==> src/rtl/xbuf_pkg.sv <==
`default_nettype none
// ============================================================================
//  Module      : xbuf_pkg
//  Description : Shared geometry, counter widths and FSM state encoding for
//                the X buffer load/shift controller.
//  Revision    : 1.0 - initial release
// ============================================================================
package xbuf_pkg;

    localparam int DATA_W       = 8;
    localparam int N_ROWS       = 4;
    localparam int N_COLS       = 8;
    localparam int LOAD_LEN     = N_ROWS * N_COLS;
    localparam int SHIFT_CYCLES = 8;

    localparam int CNT_W        = $clog2(LOAD_LEN);
    localparam int SIDX_W       = $clog2(SHIFT_CYCLES);

    // Controller state encoding (legacy-compatible plain constants)
    localparam logic [2:0] c_st_idle  = 3'd0;
    localparam logic [2:0] c_st_load  = 3'd1;
    localparam logic [2:0] c_st_drain = 3'd2;
    localparam logic [2:0] c_st_shift = 3'd3;
    localparam logic [2:0] c_st_fin   = 3'd4;

endpackage
`default_nettype wire

==> src/rtl/x_load_ctrl_if.sv <==
`default_nettype none
// ============================================================================
//  Module      : x_load_ctrl_if
//  Description : Stream-in / X-buffer-out bundle of the X load controller.
//                master = controller view, slave = source/buffer view.
//  Revision    : 1.0 - initial release
// ============================================================================
interface x_load_ctrl_if;
    import xbuf_pkg::*;

    logic                  start;
    logic                  abort;
    logic [DATA_W-1:0]     in_data;
    logic                  in_valid;
    logic                  in_ready;
    logic [DATA_W-1:0]     X_load;
    logic                  valid_input;
    logic                  input_load_en;
    logic                  xload_done;
    logic                  X_shift;
    logic [SIDX_W-1:0]     shift_idx;
    logic                  busy;
    logic                  done;
    logic                  load_err;

    modport master (
        input  start, abort, in_data, in_valid, xload_done,
        output in_ready, X_load, valid_input, input_load_en,
               X_shift, shift_idx, busy, done, load_err
    );

    modport slave (
        output start, abort, in_data, in_valid, xload_done,
        input  in_ready, X_load, valid_input, input_load_en,
               X_shift, shift_idx, busy, done, load_err
    );

endinterface
`default_nettype wire

==> src/rtl/x_load_ctrl.sv <==
`default_nettype none
// ============================================================================
//  Module      : x_load_ctrl
//  Description : Writer side of the X buffer. Accepts LOAD_LEN bytes over a
//                valid/ready stream, replays them as registered X_load /
//                valid_input strobes, then issues SHIFT_CYCLES X_shift pulses
//                and a one-cycle done. Cross-checks the buffer's xload_done.
//  Revision    : 1.0 - initial release
// ============================================================================
module x_load_ctrl
    import xbuf_pkg::*;
(
    input  wire logic       clk,
    input  wire logic       rst,
    x_load_ctrl_if.master   bus
);

    logic [2:0]          r_state;
    logic [2:0]          w_state_nxt;
    logic [CNT_W-1:0]    r_cnt;
    logic [CNT_W-1:0]    r_pidx;
    logic [SIDX_W-1:0]   r_sidx;
    logic [DATA_W-1:0]   r_xload;
    logic                r_valid;
    logic                r_load_err;

    logic                w_fire;
    logic                w_last_byte;
    logic                w_last_shift;
    logic                w_xchk_err;

    // in_ready is a pure decode of LOAD, so fire needs only in_valid there
    assign w_fire       = bus.in_valid && (r_state == c_st_load);
    assign w_last_byte  = (r_cnt  == CNT_W'(LOAD_LEN - 1));
    assign w_last_shift = (r_sidx == SIDX_W'(SHIFT_CYCLES - 1));

    // The buffer must flag "done" on, and only on, the last presented byte
    assign w_xchk_err   = r_valid &&
                          (bus.xload_done != (r_pidx == CNT_W'(LOAD_LEN - 1)));

    // Next-state decode; abort overrides everything including start
    always_comb begin
        w_state_nxt = r_state;
        if (bus.abort) begin
            w_state_nxt = c_st_idle;
        end else begin
            case (r_state)
                c_st_idle:  if (bus.start) w_state_nxt = c_st_load;
                c_st_load:  if (w_fire && w_last_byte) w_state_nxt = c_st_drain;
                c_st_drain: w_state_nxt = c_st_shift;
                c_st_shift: if (w_last_shift) w_state_nxt = c_st_fin;
                c_st_fin:   w_state_nxt = c_st_idle;
                default:    w_state_nxt = c_st_idle;
            endcase
        end
    end

    // State, byte/shift counters, replay register and sticky cross-check flag
    always_ff @(posedge clk or negedge rst) begin
        if (!rst) begin
            r_state    <= c_st_idle;
            r_cnt      <= '0;
            r_pidx     <= '0;
            r_sidx     <= '0;
            r_xload    <= '0;
            r_valid    <= 1'b0;
            r_load_err <= 1'b0;
        end else begin
            r_state <= w_state_nxt;
            r_valid <= w_fire && !bus.abort;

            if (w_fire && !bus.abort) begin
                r_xload <= bus.in_data;
                r_pidx  <= r_cnt;
            end

            // Byte counter only moves in LOAD; the 31->0 wrap coincides with DRAIN
            if (bus.abort || (r_state == c_st_idle)) begin
                r_cnt <= '0;
            end else if (w_fire) begin
                r_cnt <= r_cnt + CNT_W'(1);
            end

            if (bus.abort || (r_state != c_st_shift) || w_last_shift) begin
                r_sidx <= '0;
            end else begin
                r_sidx <= r_sidx + SIDX_W'(1);
            end

            if (w_xchk_err) begin
                r_load_err <= 1'b1;
            end
        end
    end

    assign bus.in_ready      = (r_state == c_st_load);
    assign bus.input_load_en = (r_state == c_st_load) || (r_state == c_st_drain);
    assign bus.X_shift       = (r_state == c_st_shift);
    assign bus.shift_idx     = r_sidx;
    assign bus.done          = (r_state == c_st_fin);
    assign bus.busy          = (r_state != c_st_idle);
    assign bus.X_load        = r_xload;
    assign bus.valid_input   = r_valid;
    assign bus.load_err      = r_load_err;

endmodule
`default_nettype wire
==> src/flat_wrapper.sv <==
// flat-port wrapper written by rule: the top's interface ports become plain ports
module x_load_ctrl_flat import xbuf_pkg::*;
  (clk, rst, bus_start, bus_abort, bus_in_data, bus_in_valid, bus_xload_done, bus_in_ready, bus_X_load, bus_valid_input, bus_input_load_en, bus_X_shift, bus_shift_idx, bus_busy, bus_done, bus_load_err);
  x_load_ctrl_if bus_i ();
  input  wire logic clk;
  input  wire logic rst;
  input wire logic [$bits(bus_i.start)-1:0] bus_start;
  input wire logic [$bits(bus_i.abort)-1:0] bus_abort;
  input wire logic [$bits(bus_i.in_data)-1:0] bus_in_data;
  input wire logic [$bits(bus_i.in_valid)-1:0] bus_in_valid;
  input wire logic [$bits(bus_i.xload_done)-1:0] bus_xload_done;
  output wire logic [$bits(bus_i.in_ready)-1:0] bus_in_ready;
  output wire logic [$bits(bus_i.X_load)-1:0] bus_X_load;
  output wire logic [$bits(bus_i.valid_input)-1:0] bus_valid_input;
  output wire logic [$bits(bus_i.input_load_en)-1:0] bus_input_load_en;
  output wire logic [$bits(bus_i.X_shift)-1:0] bus_X_shift;
  output wire logic [$bits(bus_i.shift_idx)-1:0] bus_shift_idx;
  output wire logic [$bits(bus_i.busy)-1:0] bus_busy;
  output wire logic [$bits(bus_i.done)-1:0] bus_done;
  output wire logic [$bits(bus_i.load_err)-1:0] bus_load_err;
  assign bus_i.start = bus_start;
  assign bus_i.abort = bus_abort;
  assign bus_i.in_data = bus_in_data;
  assign bus_i.in_valid = bus_in_valid;
  assign bus_i.xload_done = bus_xload_done;
  assign bus_in_ready = bus_i.in_ready;
  assign bus_X_load = bus_i.X_load;
  assign bus_valid_input = bus_i.valid_input;
  assign bus_input_load_en = bus_i.input_load_en;
  assign bus_X_shift = bus_i.X_shift;
  assign bus_shift_idx = bus_i.shift_idx;
  assign bus_busy = bus_i.busy;
  assign bus_done = bus_i.done;
  assign bus_load_err = bus_i.load_err;
  x_load_ctrl u_core (.clk(clk), .rst(rst), .bus(bus_i));
endmodule
==> config.mk <==
export PLATFORM = sky130hd
export DESIGN_NAME = x_load_ctrl_flat
export DESIGN_NICKNAME = d
export VERILOG_FILES = /design/src/rtl/xbuf_pkg.sv /design/src/rtl/x_load_ctrl_if.sv /design/src/rtl/x_load_ctrl.sv /design/src/flat_wrapper.sv
export SDC_FILE = /design/constraint.sdc
export NUM_CORES = 1
export LEC_CHECK = 0
export CAP_MARGIN = 20
export CORE_ASPECT_RATIO = 1.2
export CORE_UTILIZATION = 50
export DETAILED_ROUTE_END_ITERATION = 7
export DONT_BUFFER_PORTS = 1
export PLACE_DENSITY_LB_ADDON = 0.12
export SETUP_SLACK_MARGIN = 0.05
export SLEW_MARGIN = 20
export SYNTH_ARGS = -nofsm -noshare
export SYNTH_HDL_FRONTEND = slang
export SYNTH_SLANG_ARGS = --single-unit
==> constraint.sdc <==
create_clock -name clk -period 2.07 [get_ports clk]
set_input_delay 0.414 -clock clk [delete_from_list [all_inputs] [get_ports clk]]
set_output_delay 0.414 -clock clk [all_outputs]
set_load 0.02 [all_outputs]
* Word-level counts from Yosys, hierarchy flattened
Cells that the tools add are included.
** Word-level totals
- Input port bits :: 14
- Flip-flop bits (word level) :: 26
- Word-level logic and storage cells :: 42
- Output and inout bits :: 18
** Cells by class
- Equality and inequality tests :: 12
- Reductions and logical operators :: 13
- Add/subtract/negate cells :: 2
- Muxes and demuxes :: 8
** Operator list (count)
- 3-bit 2-to-1 mux :: 5
- 3-bit one-hot mux with 4 select lines :: 1
- 5-bit equality test, second input constant :: 2
- 5-bit 2-to-1 mux :: 2
- 3-bit by 2-bit != test with 1-bit output, second input constant :: 3
- 3-bit by 2-bit equality test with 1-bit output, second input constant :: 2
- 3-bit equality test, second input constant :: 2
- 5-bit by 1-bit adder with 5-bit output, second input constant :: 1
- 1-bit logical AND :: 4
- 1-bit logical OR :: 4
- 3-bit by 1-bit adder with 3-bit output, second input constant :: 1
- 3-bit by 1-bit equality test with 1-bit output, second input constant :: 1
- 3-bit zero test :: 1
- 3-bit != test, second input constant :: 1
- 3-bit AND reduction :: 1
- 3-bit nonzero test :: 1
- 2-bit nonzero test :: 1
- 1-bit zero test :: 1
- 1-bit != test :: 1

* Logic depth before layout (Yosys ltp)
Gate-level depths: netlist (run 1).
- Depth in word-level cells :: 6
- Gate-level depth with buffers :: 6
- Gate-level depth less buffers :: 6

* Least setup slack after synthesis (run 1)
Ideal clock, no wire load.
- Path kind :: flip-flop to output port
- Start point :: register u_core.r_state[0]
- End point :: output port bus_in_ready
- Setup slack :: 0.510 ns
- Data required time :: 1.656 ns
- Data arrival time :: 1.146 ns
- Cell stages (with the launch flop) :: 3
- Path buffers :: 1
- Cells stage by stage :: dfrtp_1 buf_2 nor3b_1
** Between the ends
- Longest elaborated chain between the ends :: 1
** Ends and longest elaborated chain
- from (decl) :: RTL line x_load_ctrl.sv:18 : logic [2:0] r_state;
- from (signal assigned) :: RTL line x_load_ctrl.sv:61 : r_state <= c_st_idle;
- from (signal assigned) :: RTL line x_load_ctrl.sv:69 : r_state <= w_state_nxt;
- 3-bit by 1-bit equality test with 1-bit output :: RTL line x_load_ctrl.sv:96 : assign bus.in_ready = (r_state == c_st_load);
- to (decl) :: RTL line flat_wrapper.sv:12 : output wire logic [$bits(bus_i.in_ready)-1:0] bus_in_ready;
No other way between the ends.

* Worst setup path in the final report (run 1)
Same ends and word-level chain as after synthesis.

==> results.json, run 1 <==
{
  "synthesis.nets": 113,
  "timing.rr.start": "u_core.r_state[1]",
  "grt_first_pass_wirelength_um": 3350,
  "floorplan.die.width_um": 47.2,
  "grt_setup_unrepaired": "false",
  "ys_seq_elements": 26,
  "post_route_cells_drive_above_1_share_pct": 24.0,
  "setup-tns-final_ns": 0,
  "maxSlewHeadroom_pct": 66.4,
  "min_path_type": "in2reg",
  "final_net_count": 119,
  "total_power_uw": 1110,
  "synth_top_flop_cell": "dfrtp_1",
  "worst_hold_end": "u_core.r_state[0]",
  "cts.sinks": 26,
  "maxClockFrequency_ghz": 0.554,
  "postCtsSetupRepairBufs": 0,
  "io_buffer_count": 0,
  "ys_warn_count": 0,
  "num_vias": 740,
  "layout.cells.most_common": "dfrtp_1",
  "wire_per_inst_um": 16.3,
  "drv_slew": 0,
  "vias_in_the_first_global_route": 750,
  "combined_area_of_all_synthesized_cells_um2": 1220,
  "post-synth-top-area-cell": "dfrtp_1",
  "finalCriticalPeriod_ns": 1.80,
  "dominant_cells_by_area_after_synthesis": "dfrtp_1, mux2_4, ha_1",
  "category_of_the_critical_setup_timing_path": "reg2out",
  "cts.clk_slew.worst_paths_ns": 0.14,
  "detail_route.iter0.violations": 12,
  "core_region_area_um2": 2310,
  "cts.root.buffer_cell": "clkbuf_4",
  "timing.final.setup_violations": 0,
  "max_stage_delay_ns": 0.58,
  "die_height_um": 56.2,
  "ioPinCount": 32,
  "detailed_place_hpwl_um": 1530,
  "timing.hold.worst_path_depth": 1,
  "syn_to_final_growth_pct": 8.17,
  "tritonroute_pass_1_iters": 4,
  "irDropWorstVdd_uv": 488,
  "reg2reg_setup_slack_ns": 0.32,
  "max_cap_violations": 0,
  "tightestPinTransition_ns": 0.503,
  "drt-vias-per-instance": 5.65,
  "layout_common_cells": "dfrtp_1, mux2_4, nand2_1",
  "p_leak_uw": 0.000597,
  "final_critical_path_setup_slack_ns": 0.266,
  "r2r-end": "u_core.r_pidx[1]",
  "worst_setup_path_start_kind": "flip-flop",
  "hold_slack_ns": 0.122,
  "drcViolationCount": 0,
  "ctsResizeCount": 0,
  "postSynth.asyncResetShare_pct": 100,
  "cts_buffer_depth": 2,
  "n_antenna_cell": 0,
  "timing.critical_path.to_type": "output port",
  "start_util_pct": 53.1,
  "critPathSlowestCell": "dfrtp_1",
  "cts_hold_buf": 2,
  "worstPathArrival_ns": 1.39,
  "status": "finished, final reports clean",
  "path_cells": "nor3b_1, buf_4",
  "clkLatencyLatePin_ns": 0.33,
  "worst_clock_skew_ns": 0.00769,
  "ys_seq_area_share_pct": 53.1,
  "syn-mean-instance-area_um2": 12.9,
  "timing.final.crit_share_pct": 87.1,
  "finalHoldViolCount": 0,
  "critPathBufInv": 1,
  "drt.antenna.violating_nets": 0,
  "synth_top_area_share_pct": 53.1,
  "initial_antenna_violation_count": 0,
  "place_congestion": 0.759,
  "grt_start_max_net_pins": 27,
  "cts_tree": "yes",
  "worstPathMaxFanout": 11,
  "placement_rows": 19,
  "h_tree_depth": 1,
  "grtUsageTotal_pct": 17.8,
  "post_synthesis_instance_total": 95,
  "min-delay-start": "bus_abort",
  "die_area_um2": 2650,
  "synth_enable_flop_cells": 0,
  "cp_data_required_time_ns": 1.66,
  "critical-path-top-delay-family": "flip-flops",
  "synth_cell_type_count": 29,
  "numCtsBuffers": 3,
  "total_detailed_routing_wirelength_um": 2130,
  "placement.setup.worst_slack_ns": 0.336,
  "pwr_density_cell_nw_per_um2": 835,
  "gr-total-overflow": 0,
  "r2r.worst_path.cells": 3
}
==> layer usage <==
layer | part of all wire (%) | up-vias | wire length [µm] | GRT usage, %
met4 | 1.7 | 0 | 36 | 7.35
met3 | 5.1 | 4 | 109 | 3.90
met2 | 50 | 22 | 1060 | 29.2
li1 | - | 351 | - | -
met5 | 0 | - | 0 | 0
met1 | 43 | 363 | 925 | 21.8
==> sequential cells by signal (all words and copies together) (netlist names) <==
name / cells
u_core.r_state: 3
u_core.bus.shift_idx: 3
u_core.bus.X_load: 8
u_core.bus.valid_input: 1
u_core.bus.load_err: 1
u_core.r_pidx: 5
u_core.r_cnt: 5
==> where the power goes <==
part           switching, µW  total (µW)  internal (µW)
clock network            153         349            196
registers               91.9         645            553
logic                   43.6         113           69.6
total                    288        1110            819
==> cell type report <==
type,instances,area (µm²)
clock buffers,3,22.5
fillers,202,981
multi-input cells,64,531
well taps,31,38.8
repair buffers,4,45.0
flip-flops and latches,26,651
clock inverters,1,30.0
inverters,2,7.51
==> how the worst max path moves through the flow <==
stage,from,to,slack [ns],cells after the start
2_1_floorplan,u_core.r_state[0],bus_in_ready,0.51,2
3_3_place_gp,u_core.r_state[1],u_core.r_pidx[2],0.40,3
3_5_place_dp,u_core.r_state[1],u_core.r_pidx[1],0.34,3
4_1_cts,u_core.r_state[0],bus_in_ready,0.25,2
5_1_grt,u_core.r_state[0],bus_in_ready,0.17,2
6_report,u_core.r_state[0],bus_in_ready,0.27,2
==> logic make-up after synthesis <==
logic type | synth area share, %
simple gates | 17.8
flops | 53.1
xor+xnor | 1.43
compound gates | 5.31
mux | 14.7
buf+inv | 3.57
fa+ha+maj | 4.09
==> metrics by stage <==
step           std cells  cell area (µm²)  utilization, %
2_1_floorplan         95             1220               -
3_3_place_gp         125             1240            53.9
3_5_place_dp         125             1240            53.9
4_1_cts              131             1330            57.5
5_1_grt              131             1330            57.5
6_report             131             1330            57.5
==> cells in the mapped netlist, types with 2 or more instances <==
cell / count
ha_1: 4
nor3_1: 2
mux2_2: 4
nand3_1: 3
inv_1: 2
nand2b_1: 2
or3_1: 3
mux2_4: 9
a21oi_1: 7
o21ai_0: 3
xnor2_1: 2
dfrtp_1: 26
nand2_1: 8
nor2_1: 2
and2_1: 2
nor3b_1: 3
Note: power is estimated with default switching activity, not from simulation.
==> inputs of run 2 (changes only) <==
--- a/config.mk
+++ b/config.mk
@@ -7,6 +7,7 @@
 export LEC_CHECK = 0
 export CAP_MARGIN = 20
 export CORE_ASPECT_RATIO = 1.2
+export CORE_MARGIN = 2
 export CORE_UTILIZATION = 50
 export DETAILED_ROUTE_END_ITERATION = 7
 export DONT_BUFFER_PORTS = 1
==> run 2 against run 1 <==
Effect of this change:
- worst setup slack worse by 0.0088 ns
- routed wire length is 3.9% lower
- clock skew is 0.0017 ns lower
- clock power hardly changed
- largest power group unchanged
- critical endpoint unchanged
- critical path type unchanged
- sequential share of layout area stayed put
- register-to-register slack hardly changed
- total power is 0.48% lower
- fmax is 0.49% lower
- final area stayed put
- sequential power hardly changed
- global-route usage is 2.2 points lower
==> results.json, run 2 (same netlist as run 1, synthesis figures left out) <==
{
  "layout.cells.most_common": "dfrtp_1",
  "cts.clk_slew.worst_paths_ns": 0.14,
  "timing.final.setup_violations": 0,
  "critPathSlowestCell": "dfrtp_1",
  "core_region_area_um2": 2310,
  "drt.antenna.violating_nets": 0,
  "largest_register_ffs": 8,
  "max_cap_violations": 0,
  "sequentialPowerShare_pct": 58.6,
  "die_area_um2": 2860,
  "num_vias": 722,
  "wire_per_inst_um": 15.7,
  "tritonroute_pass_1_iters": 4,
  "tightestPinTransition_ns": 0.487,
  "start_util_pct": 53.1,
  "timing.hold.worst_path_depth": 1,
  "irDropWorstVdd_uv": 433,
  "finalHoldViolCount": 0,
  "detailed_place_hpwl_um": 1550,
  "grt_first_pass_wirelength_um": 3390,
  "critPathBufInv": 1,
  "maxClockFrequency_ghz": 0.552,
  "ioPinCount": 32,
  "critical-path-top-delay-family": "flip-flops",
  "timing.final.crit_share_pct": 87.6,
  "gr-total-overflow": 0,
  "syn_to_final_growth_pct": 8.17,
  "pwr_density_cell_nw_per_um2": 831,
  "ctsResizeCount": 0,
  "switchingPower_uw": 283,
  "numCtsBuffers": 3,
  "hold_slack_ns": 0.125,
  "detail_route.iter0.violations": 3,
  "floorplan.die.width_um": 49.2,
  "final_net_count": 119,
  "placement_rows": 19,
  "drv_slew": 0,
  "cts.root.buffer_cell": "clkbuf_4",
  "drt-vias-per-instance": 5.51,
  "share_clk_of_total_power_pct": 31.4,
  "n_antenna_cell": 0,
  "vias_in_the_first_global_route": 734,
  "worstPathArrival_ns": 1.40,
  "total_detailed_routing_wirelength_um": 2050,
  "timing.critical_path.to_type": "output port",
  "worst_clock_skew_ns": 0.00601,
  "cp_data_required_time_ns": 1.66,
  "postCtsSetupRepairBufs": 0,
  "cts.sinks": 26,
  "p_int_uw": 819,
  "worst_hold_end": "u_core.r_state[0]",
  "p_leak_uw": 0.000597,
  "r2r-end": "u_core.r_pidx[2]",
  "place_congestion": 0.782,
  "reg2reg_setup_slack_ns": 0.33,
  "post_route_cells_drive_above_1_share_pct": 24.0,
  "path_cells": "nor3b_1, buf_4",
  "category_of_the_critical_setup_timing_path": "reg2out",
  "grt_start_max_net_pins": 27,
  "cts_buffer_depth": 2,
  "h_tree_depth": 1,
  "worstPathMaxFanout": 11,
  "drcViolationCount": 0,
  "grt_setup_unrepaired": "false",
  "grtUsageTotal_pct": 15.7,
  "fillers": 202,
  "status": "finished, final reports clean",
  "timing.rr.start": "u_core.r_state[1]",
  "min-delay-start": "bus_abort",
  "die_height_um": 58.2,
  "maxSlewHeadroom_pct": 67.4,
  "io_buffer_count": 0,
  "layout_common_cells": "dfrtp_1, mux2_4, nand2_1",
  "finalCriticalPeriod_ns": 1.81,
  "min_path_type": "in2reg",
  "initial_antenna_violation_count": 0,
  "p_comb_share_pct": 10.0,
  "setup-tns-final_ns": 0,
  "max_stage_delay_ns": 0.58,
  "power.share.switching_pct": 25.7,
  "worst_setup_path_start_kind": "flip-flop",
  "cts_tree": "yes",
  "r2r.worst_path.cells": 3,
  "clkLatencyLatePin_ns": 0.32
}
==> run 2: worst register-to-register path, stage by stage, from the launching register on <==
cell and delay [ns]:
dfrtp_1 0.49, nand4bb_4 0.32, nor2_4 0.43, mux2_2 0.40
==> run 2: layout make-up <==
| type | instances | area (µm²) | share of cell area, % |
|---|---|---|---|
| Timing Repair Buffer | 4 | 45.0 | 3.40 |
| Tap cell | 31 | 38.8 | 2.93 |
| Clock inverter | 1 | 30.0 | 2.27 |
| Inverter | 2 | 7.51 | 0.567 |
| Clock buffer | 3 | 22.5 | 1.70 |
| Sequential cell | 26 | 651 | 49.1 |
| Multi-Input combinational cell | 64 | 531 | 40.0 |
==> run 2: repair_timing <==
item	in CTS	in global routing
endpoints found under the setup margin	0	0
hold buffers	2	0
endpoints found under the hold margin	26	0
==> run 2: worst max path at each step <==
stage	slack, ns	from	endpoint	cells past startpoint
6_report	0.26	u_core.r_state[0]	bus_in_ready	2
3_5_place_dp	0.33	u_core.r_state[1]	u_core.r_pidx[2]	3
3_3_place_gp	0.40	u_core.r_state[1]	u_core.bus.X_load[7]	3
2_1_floorplan	0.51	u_core.r_state[0]	bus_in_ready	2
5_1_grt	0.19	u_core.r_state[0]	bus_in_ready	2
4_1_cts	0.24	u_core.r_state[0]	bus_in_ready	2
==> run 2: metrics by stage <==
stage	setup WS, ns	utilization [%]	cells	total power, µW	instance area (µm²)
3_3_place_gp	0.399	53.9	125	748	1240
5_1_grt	0.193	57.5	131	1140	1330
2_1_floorplan	0.510	-	95	736	1220
6_report	0.257	57.5	131	1100	1330
3_5_place_dp	0.331	53.9	125	753	1240
4_1_cts	0.235	57.5	131	1120	1330
==> run 2: power groups by stage <==
stage / logic, µW / registers (µW) / clock network, µW
global route: 120 / 650 / 372
global placement: 93.1 / 655 / 0
finish: 110 / 646 / 346
CTS: 112 / 647 / 356
detailed placement: 96.0 / 657 / 0
floorplan: 93.3 / 642 / 0
==> run 2: metal layers <==
metal	routed length (µm)	track usage (%)	vias to the layer above
met2	992	25.9	22
met3	114	4.12	4
li1	-	-	347
met4	34	6.12	0
met5	0	0	-
met1	910	19.7	349
==> inputs of run 3 (changes only) <==
--- a/config.mk
+++ b/config.mk
@@ -17,3 +17,4 @@
 export SYNTH_ARGS = -nofsm -noshare
 export SYNTH_HDL_FRONTEND = slang
 export SYNTH_SLANG_ARGS = --single-unit
+export TNS_END_PERCENT = 100
==> results of run 3 <==
Final layout, timing and power as in run 2 (identical DEF).
